==> src/rtl/mna_resp_pkg.sv <==
// Shared constants for the NoC-to-AXI4-Lite response driver: flit layout,
// flit-type codes and FSM state encoding.
package mna_resp_pkg;

    localparam int unsigned FLIT_W = 37;
    localparam int unsigned DATA_W = 32;

    // Flit type lives in the two most significant flit bits
    localparam logic [1:0] IDLE    = 2'b00;
    localparam logic [1:0] PAYLOAD = 2'b01;
    localparam logic [1:0] HDR     = 2'b10;
    localparam logic [1:0] RSVD    = 2'b11;

    localparam int unsigned HDR_WRITE_BIT = 0;
    localparam int unsigned HDR_RESP_LSB  = 1;
    localparam int unsigned HDR_RESP_W    = 2;

    typedef enum logic [1:0] {
        StIdle     = 2'b00,
        StWaitData = 2'b01,
        StSendB    = 2'b10,
        StSendR    = 2'b11
    } state_e;

endpackage

==> src/rtl/mna_resp_axi_driver.sv <==
// Turns NoC response flits into AXI4-Lite B/R channel beats, one outstanding response.
// Optional MNA_RESP_ERR_CHECK_EN makes err_proto a sticky flag for dropped flits.
module mna_resp_axi_driver
    import mna_resp_pkg::*;
#(
    parameter int unsigned FLIT_W = mna_resp_pkg::FLIT_W,
    parameter int unsigned DATA_W = mna_resp_pkg::DATA_W
) (
    input  logic              ACLK,
    input  logic              ARESET,
    input  logic [FLIT_W-1:0] noc_data,
    input  logic              noc_valid,
    output logic              noc_ready,
    output logic              bvalid,
    input  logic              bready,
    output logic [1:0]        bresp,
    output logic              rvalid,
    input  logic              rready,
    output logic [DATA_W-1:0] rdata,
    output logic [1:0]        rresp,
    output logic              err_proto
);

`ifdef MNA_RESP_ERR_CHECK_EN
    localparam bit ErrCheckEn = 1'b1;
`else
    localparam bit ErrCheckEn = 1'b0;
`endif

    localparam int unsigned TypeLsb = FLIT_W - 2;

    state_e                  state_q, state_d;
    logic [1:0]              bresp_q, bresp_d;
    logic [1:0]              rresp_q, rresp_d;
    logic [DATA_W-1:0]       rdata_q, rdata_d;
    logic                    err_q, err_d;
    logic                    accept;
    logic                    drop;
    logic [1:0]              flit_type;
    logic                    hdr_write;
    logic [HDR_RESP_W-1:0]   hdr_resp;
    logic                    unused_flit;

    assign flit_type   = noc_data[FLIT_W-1:TypeLsb];
    assign hdr_write   = noc_data[HDR_WRITE_BIT];
    assign hdr_resp    = noc_data[HDR_RESP_LSB +: HDR_RESP_W];
    assign unused_flit = ^noc_data[FLIT_W-3:DATA_W];

    assign noc_ready = (state_q == StIdle) || (state_q == StWaitData);
    assign accept    = noc_valid && noc_ready;

    always_comb begin
        state_d = state_q;
        bresp_d = bresp_q;
        rresp_d = rresp_q;
        rdata_d = rdata_q;
        drop    = 1'b0;
        unique case (state_q)
            StIdle: begin
                if (accept) begin
                    if (flit_type == HDR) begin
                        if (hdr_write) begin
                            bresp_d = hdr_resp;
                            state_d = StSendB;
                        end else begin
                            rresp_d = hdr_resp;
                            state_d = StWaitData;
                        end
                    end else if (flit_type == PAYLOAD || flit_type == RSVD) begin
                        drop = 1'b1;
                    end
                end
            end
            StWaitData: begin
                if (accept) begin
                    if (flit_type == PAYLOAD) begin
                        rdata_d = noc_data[DATA_W-1:0];
                        state_d = StSendR;
                    end else if (flit_type == HDR || flit_type == RSVD) begin
                        drop = 1'b1;
                    end
                end
            end
            StSendB: begin
                if (bready) begin
                    state_d = StIdle;
                end
            end
            StSendR: begin
                if (rready) begin
                    state_d = StIdle;
                end
            end
            default: state_d = StIdle;
        endcase
        // With checking disabled err_q never leaves its reset value of 0
        err_d = err_q | (ErrCheckEn & drop);
    end

    always_ff @(posedge ACLK) begin
        if (ARESET) begin
            state_q <= StIdle;
            bresp_q <= '0;
            rresp_q <= '0;
            rdata_q <= '0;
            err_q   <= 1'b0;
        end else begin
            state_q <= state_d;
            bresp_q <= bresp_d;
            rresp_q <= rresp_d;
            rdata_q <= rdata_d;
            err_q   <= err_d;
        end
    end

    assign bvalid    = (state_q == StSendB);
    assign rvalid    = (state_q == StSendR);
    assign bresp     = bresp_q;
    assign rresp     = rresp_q;
    assign rdata     = rdata_q;
    assign err_proto = err_q;

endmodule

==> config.mk <==
export PLATFORM = sky130hd
export DESIGN_NAME = mna_resp_axi_driver
export DESIGN_NICKNAME = d
export VERILOG_FILES = /design/src/rtl/mna_resp_pkg.sv /design/src/rtl/mna_resp_axi_driver.sv
export SDC_FILE = /design/constraint.sdc
export NUM_CORES = 1
export LEC_CHECK = 0
export CAP_MARGIN = 20
export CORE_MARGIN = 10
export CORE_UTILIZATION = 43
export DETAILED_ROUTE_END_ITERATION = 7
export GPL_ROUTABILITY_DRIVEN = 0
export PLACE_DENSITY_LB_ADDON = 0.25
export RECOVER_POWER = 25
export SLEW_MARGIN = 10
export SYNTH_ARGS = -nofsm -noshare
export SYNTH_HDL_FRONTEND = slang
export SYNTH_SLANG_ARGS = --single-unit
==> constraint.sdc <==
create_clock -name ACLK -period 3.4 [get_ports ACLK]
set_input_delay 0.51 -clock ACLK [delete_from_list [all_inputs] [get_ports ACLK]]
set_output_delay 0.51 -clock ACLK [all_outputs]
set_load 0.02 [all_outputs]
==> out/qor.txt, run 1 <==
WORST SETUP PATH
--------------------------------------------------------------------------------------------------------
Element type at the critical path start                                                       input port
Critical path buffers and inverters                                                                    2
Crit path cell chain                                                                        clkdlybuf4s50_1, inv_2, nand2_1, mux2i_1
Category of the most critical setup path                                                       in -> reg
Critical path capture point type                                                                    flop
Worst Path Required                                                                              3.61 ns
Startpoint of the worst register-to-register path                                           state_q[0]$_SDFFE_PP0P_
Cell family with most CP delay                                                              buffers and inverters
Library cell contributing the largest single delay on the critical path                     sky130_fd_sc_hd__inv_2
Arrival time reported for the critical path endpoint                                             2.34 ns
Highest fanout seen on the critical path                                                              52
Start point of the critical path                                                                  ARESET
Largest incremental delay on the critical path                                                   0.73 ns

CELLS AND AREA
--------------------------------------------------------------------------------------------------------
Layout Utilization                                                                                 67.5%
Total non-filler cell area in the finished layout                                               2490 µm²
Share of final-layout standard cells stronger than drive strength 1                                4.82%
Antenna cell count                                                                                     0
Nets                                                                                                 290
Most common library cell in the layout ignoring fill and taps                               sky130_fd_sc_hd__clkdlybuf4s50_1
Commonest cells after routing, fill and taps aside                                          sky130_fd_sc_hd__clkdlybuf4s50_1, sky130_fd_sc_hd__nand2_1, sky130_fd_sc_hd__dfxtp_1
Layout area overhead                                                                               51.1%

JOB
--------------------------------------------------------------------------------------------------------
MaxCap Viol Count                                                                                      0

CLOCK NETWORK
--------------------------------------------------------------------------------------------------------
Clock tree from TritonCTS                                                                          built
Clk_lat worst skew                                                                               0.28 ns
Number of buffers inserted by hold repair at cts                                                       0
Clock sinks                                                                                           38
Library cell used as clock root buffer                                                      sky130_fd_sc_hd__clkbuf_8
CTS H-tree lvls                                                                                        2
Post-CTS clock slew at the launch and capture registers of the worst setup and hold paths        0.07 ns
Maximum root-to-sink buffer count                                                                      2
Resize count post-CTS                                                                                  0
Number of buffers created by CTS                                                                       5
Post-CTS setup-driven buffer insertion count                                                           0

LOGIC SYNTHESIS
--------------------------------------------------------------------------------------------------------
Share of synthesized area spent on multiplexers                                                    22.5%
Count of state elements after synthesis                                                               38
Share of synthesized cell area in and, or, nand and nor gates                                      23.8%
Count of unique library cells instantiated by Yosys                                                   21
Post-Syn Area per Cell                                                                          9.42 µm²
Fraction of the mapped netlist area in compound gates                                              1.37%
Synth Area in XOR/XNOR                                                                                0%
Warnings, synthesis                                                                                    0
Synth Instances                                                                                      175
Adder and majority gate portion of the synthesized area                                               0%
Sequential cell area fraction in the yosys report                                                  46.1%
Post-Syn Area                                                                                   1650 µm²
Main combinational cell family by area after synthesis                                      simple AND/OR/NAND/NOR gates
Synthesized netlist net count                                                                        217

ROUTING
--------------------------------------------------------------------------------------------------------
Highest metal used                                                                                  met4
Count of vias placed by the detailed router                                                        1,356
Vias per inst                                                                                       4.57
Routed wire length per instance                                                                  13.5 µm
Count of antenna-violating nets left after detailed routing                                            0
Detailed-route DRC error count                                                                         0
Wire length on met3                                                                               428 µm
Iteration-0 DRC count of the detailed router                                                          28
First-pass iteration count of the detailed router                                                      2
Length of routed wiring on met1                                                                  1760 µm
Routed wire length on met2                                                                       1790 µm
Routed wire length                                                                               4020 µm

GRT
--------------------------------------------------------------------------------------------------------
Initial antenna violation count                                                                        0
Gr ovfl total                                                                                          0
Number of global-route vias before repair                                                          1,310
All-Layer GR Usage                                                                                 11.3%
Global-route wire length before repair                                                           6000 µm
Pin count of the biggest net entering global routing                                                  53

DIE
--------------------------------------------------------------------------------------------------------
I/O pin cnt                                                                                           82
Die boundary width                                                                               81.9 µm
Die Footprint                                                                                   6710 µm²
CORE AREA                                                                                       3690 µm²
Cell Rows                                                                                             22
Height of the die                                                                                81.9 µm
Starting density of the core                                                                       44.7%

TIMING
--------------------------------------------------------------------------------------------------------
Number of max-slew violations in the final report                                                      0
Worst slack on hold paths                                                                       0.452 ns
Clock period minus final worst setup slack                                                       2.13 ns
Slew @ Worst Pin                                                                                0.786 ns
Setup repair after global routing missed its margin                                                   no
Final-report setup violation count                                                                     0
Worst relative slew slack                                                                          47.5%
Maximum achievable frequency                                                                     469 MHz
Hold violation count in the final report                                                               0
Setup total negative slack                                                                          0 ns
Max Clock Skew                                                                                0.00628 ns
Final worst-path cycle share                                                                       62.7%

POWER AND IR DROP
--------------------------------------------------------------------------------------------------------
Switching power summed over all nets                                                            0.184 mW
Seq pwr share                                                                                      52.9%
Leakage Power                                                                                   0.963 nW
Switching Share                                                                                    21.6%
Clock power frac                                                                                   36.2%
Share of total power in combinational logic                                                        10.9%
Power per unit of standard cell area                                                          342 nW/µm²
Worst VDD drop                                                                                  0.271 mV
Internal Power                                                                                  0.668 mW

OUTCOME
--------------------------------------------------------------------------------------------------------
Status                                                                                      complete, no violations

MIN PATH
--------------------------------------------------------------------------------------------------------
HP Start                                                                                    rdata[22]$_SDFFE_PP0P_
Min-Delay Path Class                                                                          reg -> reg

PLACE
--------------------------------------------------------------------------------------------------------
Post-Place Cell Area                                                                            2400 µm²
HPWL after DPL                                                                                   3010 µm
Buffers on Ports                                                                                      77

area by class of cell:
type / instances / area [µm²]
Fill cell: 313 / 1200
Clock buffer: 7 / 86.3
Tap cell: 48 / 60.1
Sequential cell: 38 / 761
Clock inverter: 1 / 5.00
Multi-Input combinational cell: 122 / 790
Inverter: 3 / 11.3
Timing Repair Buffer: 78 / 778
worst paths after layout:
check | slack, ns | cells past startpoint | end
hold reg to reg | 0.45 | 2 | rdata[22]$_SDFFE_PP0P_
hold / removal | 0.45 | 2 | rdata[22]$_SDFFE_PP0P_
setup / recovery | 1.27 | 4 | rdata[2]$_SDFFE_PP0P_
setup reg to reg | 1.84 | 4 | rdata[15]$_SDFFE_PP0P_
flip-flops by register name, summed over array words and instances (netlist names):
name     count
bresp        2
rdata       32
rresp        2
state_q      2
tightest hold or removal path, delay by kind of cell, from the launching register on:
kind	cells	cell delay [ns]
DFF	1	0.31
muxes	1	0.05
and+or+nand+nor	1	0.05
kinds of logic after synthesis:
kind of cell / count (synthesis)
flip-flops: 38
AO/OA/AOI/OAI: 3
buffers and inverters: 15
multiplexers: 37
AND/OR/NAND/NOR: 81
other: 1
power by group through the flow:
stage	Sequential (mW)	Combinational (mW)	Clock (mW)
floorplan	0.463	0.0374	0
global placement	0.461	0.0935	0
detailed placement	0.461	0.0938	0
CTS	0.451	0.0947	0.321
global route	0.451	0.101	0.337
finish	0.451	0.0931	0.309
metal layers:
layer | GRT usage, % | up-vias
met5 | 0 | -
met4 | 3.57 | 0
met3 | 6.22 | 5
met2 | 17.6 | 49
met1 | 13.0 | 592
li1 | - | 710
per-stage QoR:
stage          setup WS (ns)  instances  total power [mW]
6_report                1.27        297             0.853
5_1_grt                 1.13        297             0.889
2_1_floorplan           2.08        175             0.501
3_3_place_gp           0.990        289             0.554
4_1_cts                 1.25        297             0.866
3_5_place_dp           0.970        289             0.555
synthesized netlist by cell type:
cell / instances / share of area [%]
sky130_fd_sc_hd__a22oi_1: 1 / 0.46
sky130_fd_sc_hd__a32o_1: 1 / 0.61
sky130_fd_sc_hd__and2_2: 1 / 0.46
sky130_fd_sc_hd__and4bb_1: 1 / 0.76
sky130_fd_sc_hd__buf_2: 1 / 0.30
sky130_fd_sc_hd__buf_4: 2 / 0.91
sky130_fd_sc_hd__buf_8: 3 / 2.7
sky130_fd_sc_hd__clkbuf_1: 6 / 1.4
sky130_fd_sc_hd__conb_1: 1 / 0.23
sky130_fd_sc_hd__dfxtp_1: 38 / 46
sky130_fd_sc_hd__inv_1: 2 / 0.46
sky130_fd_sc_hd__inv_2: 1 / 0.23
sky130_fd_sc_hd__mux2i_1: 37 / 22
sky130_fd_sc_hd__nand2_1: 54 / 12
sky130_fd_sc_hd__nand2b_1: 17 / 6.4
sky130_fd_sc_hd__nand2b_4: 1 / 0.83
sky130_fd_sc_hd__nand3b_1: 1 / 0.46
sky130_fd_sc_hd__nand4bb_1: 1 / 0.68
sky130_fd_sc_hd__nor2_1: 4 / 0.91
sky130_fd_sc_hd__nor3_4: 1 / 0.99
sky130_fd_sc_hd__o21ai_0: 1 / 0.30
(Power assumes the default switching activity.)
==> run 2: changes to the inputs <==
CORE_UTILIZATION = 36   (was 43)
clock period = 1.8 ns   (was 3.4 ns; I/O delays follow)
==> run 2 against run 1 <==
Compared with the run above:
- routed wire length up 4.0%
- count of clock-buffer cells in the layout unchanged
- critical path type unchanged
- sequential cell count stayed put
- global-route usage down 0.37 points
==> out/qor.txt, run 2 (synthesis results as in run 1) <==
POWER AND IR DROP
--------------------------------------------------------------------------------------------------------
Leakage Power                                                                                   0.953 nW   -1.0%
Share of total power in combinational logic                                                        11.8%   +0.9 points
Switching power summed over all nets                                                            0.346 mW   +88%
Worst VDD drop                                                                                  0.486 mV   +79%
Switching Share                                                                                    22.0%   +0.37 points
Power per unit of standard cell area                                                          620 nW/µm²   +81%
Total power of the final layout                                                                  1.57 mW   +85%
Clock power frac                                                                                   34.2%   -2.0 points
Seq pwr share                                                                                      54.1%   +1.2 points
Internal Power                                                                                   1.23 mW   +84%

GRT
--------------------------------------------------------------------------------------------------------
GR met1 Demand/Resource                                                                            12.9%   -0.10 points
Met3 Track Usage GR                                                                                5.39%   -0.84 points
Layer carrying the most global-route usage                                                          met2
Gr ovfl total                                                                                          0   unchanged
Number of global-route vias before repair                                                          1,363   +4.0%
Pin count of the biggest net entering global routing                                                  25   -53%
All-Layer GR Usage                                                                                 11.0%   -0.37 points
Met2 track demand over resource in global routing                                                  17.1%   -0.57 points
Initial antenna violation count                                                                        0   unchanged
Global-route wire length before repair                                                           6860 µm   +14%

CELLS AND AREA
--------------------------------------------------------------------------------------------------------
Total non-filler cell area in the finished layout                                               2540 µm²   +2.0%
Layout area overhead                                                                               54.0%
Reg area                                                                                         762 µm²   +0.16%
Antenna cell count                                                                                     0   unchanged
Nets                                                                                                 294   +1.4%
FILL cells                                                                                           400   +28%
Commonest cells after routing, fill and taps aside                                          sky130_fd_sc_hd__clkdlybuf4s50_1, sky130_fd_sc_hd__nand2_1, sky130_fd_sc_hd__mux2i_1, sky130_fd_sc_hd__dfxtp_1, sky130_fd_sc_hd__nand2b_1
Number of flip-flops under the largest register name                                                  32   unchanged
Multi-input combinational cell area                                                              790 µm²   unchanged
Most common library cell in the layout ignoring fill and taps                               sky130_fd_sc_hd__clkdlybuf4s50_1
Share of final-layout standard cells stronger than drive strength 1                                5.56%   +0.74 points

WORST SETUP PATH
--------------------------------------------------------------------------------------------------------
Element type at the critical path start                                                       input port
Highest fanout seen on the critical path                                                              13   -75%
Setup slack of the worst register-to-register path                                               0.32 ns   -1.52 ns
Worst Path Required                                                                              2.00 ns   -1.61 ns
Critical path capture point type                                                                    flop
Category of the most critical setup path                                                       in -> reg
Arrival time reported for the critical path endpoint                                             1.81 ns   -0.53 ns

TIMING
--------------------------------------------------------------------------------------------------------
Max Clock Skew                                                                                0.00457 ns   -0.00171 ns
Slew @ Worst Pin                                                                                0.778 ns   -0.00786 ns
Final WS setup                                                                                  0.196 ns   -1.07 ns
Number of max-slew violations in the final report                                                      0   unchanged
Setup repair after global routing missed its margin                                                   no
Hold violation count in the final report                                                               0   unchanged
Worst slack on hold paths                                                                       0.453 ns   +0.000951 ns
Setup total negative slack                                                                          0 ns   unchanged
Final-report setup violation count                                                                     0   unchanged
Clock period minus final worst setup slack                                                       1.60 ns
Final worst-path cycle share                                                                       89.1%
Maximum achievable frequency                                                                     624 MHz
Worst relative slew slack                                                                          48.1%   +0.54 points

CLOCK NETWORK
--------------------------------------------------------------------------------------------------------
Clk_lat worst skew                                                                               0.28 ns   about the same
Clock sinks                                                                                           38   unchanged
Number of buffers created by CTS                                                                       5   unchanged
Post-CTS clock slew at the launch and capture registers of the worst setup and hold paths        0.07 ns   about the same
CTS H-tree lvls                                                                                        2   unchanged
Library cell used as clock root buffer                                                      sky130_fd_sc_hd__clkbuf_8
Clock tree from TritonCTS                                                                          built
Number of buffers inserted by hold repair at cts                                                       0   unchanged
Maximum root-to-sink buffer count                                                                      2   unchanged

DIE
--------------------------------------------------------------------------------------------------------
Height of the die                                                                                87.7 µm   +7.0%
Die boundary width                                                                               87.7 µm   +7.0%
Die Footprint                                                                                   7690 µm²   +15%
CORE AREA                                                                                       4380 µm²   +19%
Starting density of the core                                                                       37.6%   -7.1 points
Cell Rows                                                                                             24   +9.1%
I/O pin cnt                                                                                           82   unchanged

ROUTING
--------------------------------------------------------------------------------------------------------
Count of antenna-violating nets left after detailed routing                                            0   unchanged
Iteration-0 DRC count of the detailed router                                                          53   +89%
Routed wire length                                                                               4180 µm   +4.0%
Routed wire length per instance                                                                  13.7 µm   +1.6%
First-pass iteration count of the detailed router                                                      4   +2
Detailed-route DRC error count                                                                         0   unchanged
Count of vias placed by the detailed router                                                        1,379   +1.7%
Vias per inst                                                                                       4.54   -0.65%

PLACE
--------------------------------------------------------------------------------------------------------
Placement Setup Slack                                                                           0.125 ns   -0.845 ns
Buffers on Ports                                                                                      77   unchanged
Post-Place Cell Area                                                                            2470 µm²   +3.0%
HPWL after DPL                                                                                   3230 µm   +7.5%

OUTCOME
--------------------------------------------------------------------------------------------------------
Status                                                                                      complete, no violations

JOB
--------------------------------------------------------------------------------------------------------
MaxCap Viol Count                                                                                      0   unchanged

MIN PATH
--------------------------------------------------------------------------------------------------------
Min-Delay Path Class                                                                          reg -> reg

-- run 2: changes by cell type in the layout (fill, tap and decap cells not counted), moves of 2 or more --
cell,previous run,this run
sky130_fd_sc_hd__buf_12,0,2
sky130_fd_sc_hd__clkdlybuf4s50_1,58,74
sky130_fd_sc_hd__dlymetal6s2s_1,0,2
sky130_fd_sc_hd__dlygate4sd3_1,19,1
-- run 2: path summary, 6_finish.rpt --
path / start / endpoint / depth (start not counted)
min: rdata[25]$_SDFFE_PP0P_ / rdata[25]$_SDFFE_PP0P_ / 2
max reg2reg: state_q[1]$_SDFFE_PP0P_ / rdata[27]$_SDFFE_PP0P_ / 4
min reg2reg: rdata[25]$_SDFFE_PP0P_ / rdata[25]$_SDFFE_PP0P_ / 2
max: noc_data[36] / rdata[27]$_SDFFE_PP0P_ / 4
-- run 2: cell type report --
type,instances,area share [%]
multi-input cells,122,31.1
flip-flops and latches,38,30.0
repair buffers,82,32.9
well taps,52,2.56
clock buffers,7,3.00
inverters,3,0.443
-- run 2: power groups by stage --
| stage | registers [mW] | clock network, mW | logic [mW] |
|---|---|---|---|
| floorplan | 0.875 | 0 | 0.0706 |
| global placement | 0.871 | 0 | 0.187 |
| detailed placement | 0.871 | 0 | 0.189 |
| CTS | 0.852 | 0.559 | 0.189 |
| global route | 0.852 | 0.596 | 0.202 |
| finish | 0.852 | 0.538 | 0.185 |
-- run 2: metrics by stage --
stage | std cells | utilization (%)
3_5_place_dp | 297 | 56.4
3_3_place_gp | 297 | 56.4
4_1_cts | 304 | 58.2
5_1_grt | 304 | 57.9
6_report | 304 | 57.9
2_1_floorplan | 175 | -
-- run 2: timing repair --
action	CTS	global route
gates resized for setup	1	2
endpoints found under the setup margin	1	2
endpoints found under the hold margin	0	0
buffers inserted	0	0
-- run 2: critical path, cell delays in order --
cell and delay (ns):
sky130_fd_sc_hd__dlygate4sd3_1 0.61, sky130_fd_sc_hd__nor3_4 0.26, sky130_fd_sc_hd__clkbuf_2 0.42, sky130_fd_sc_hd__mux2i_1 0.23
-- run 2: routing by layer --
metal  up-vias  part of all wire [%]
met1       623                    43
met4         0                  0.50
met2        42                    47
li1        712                     -
met3         2                   8.8
met5         -                     0
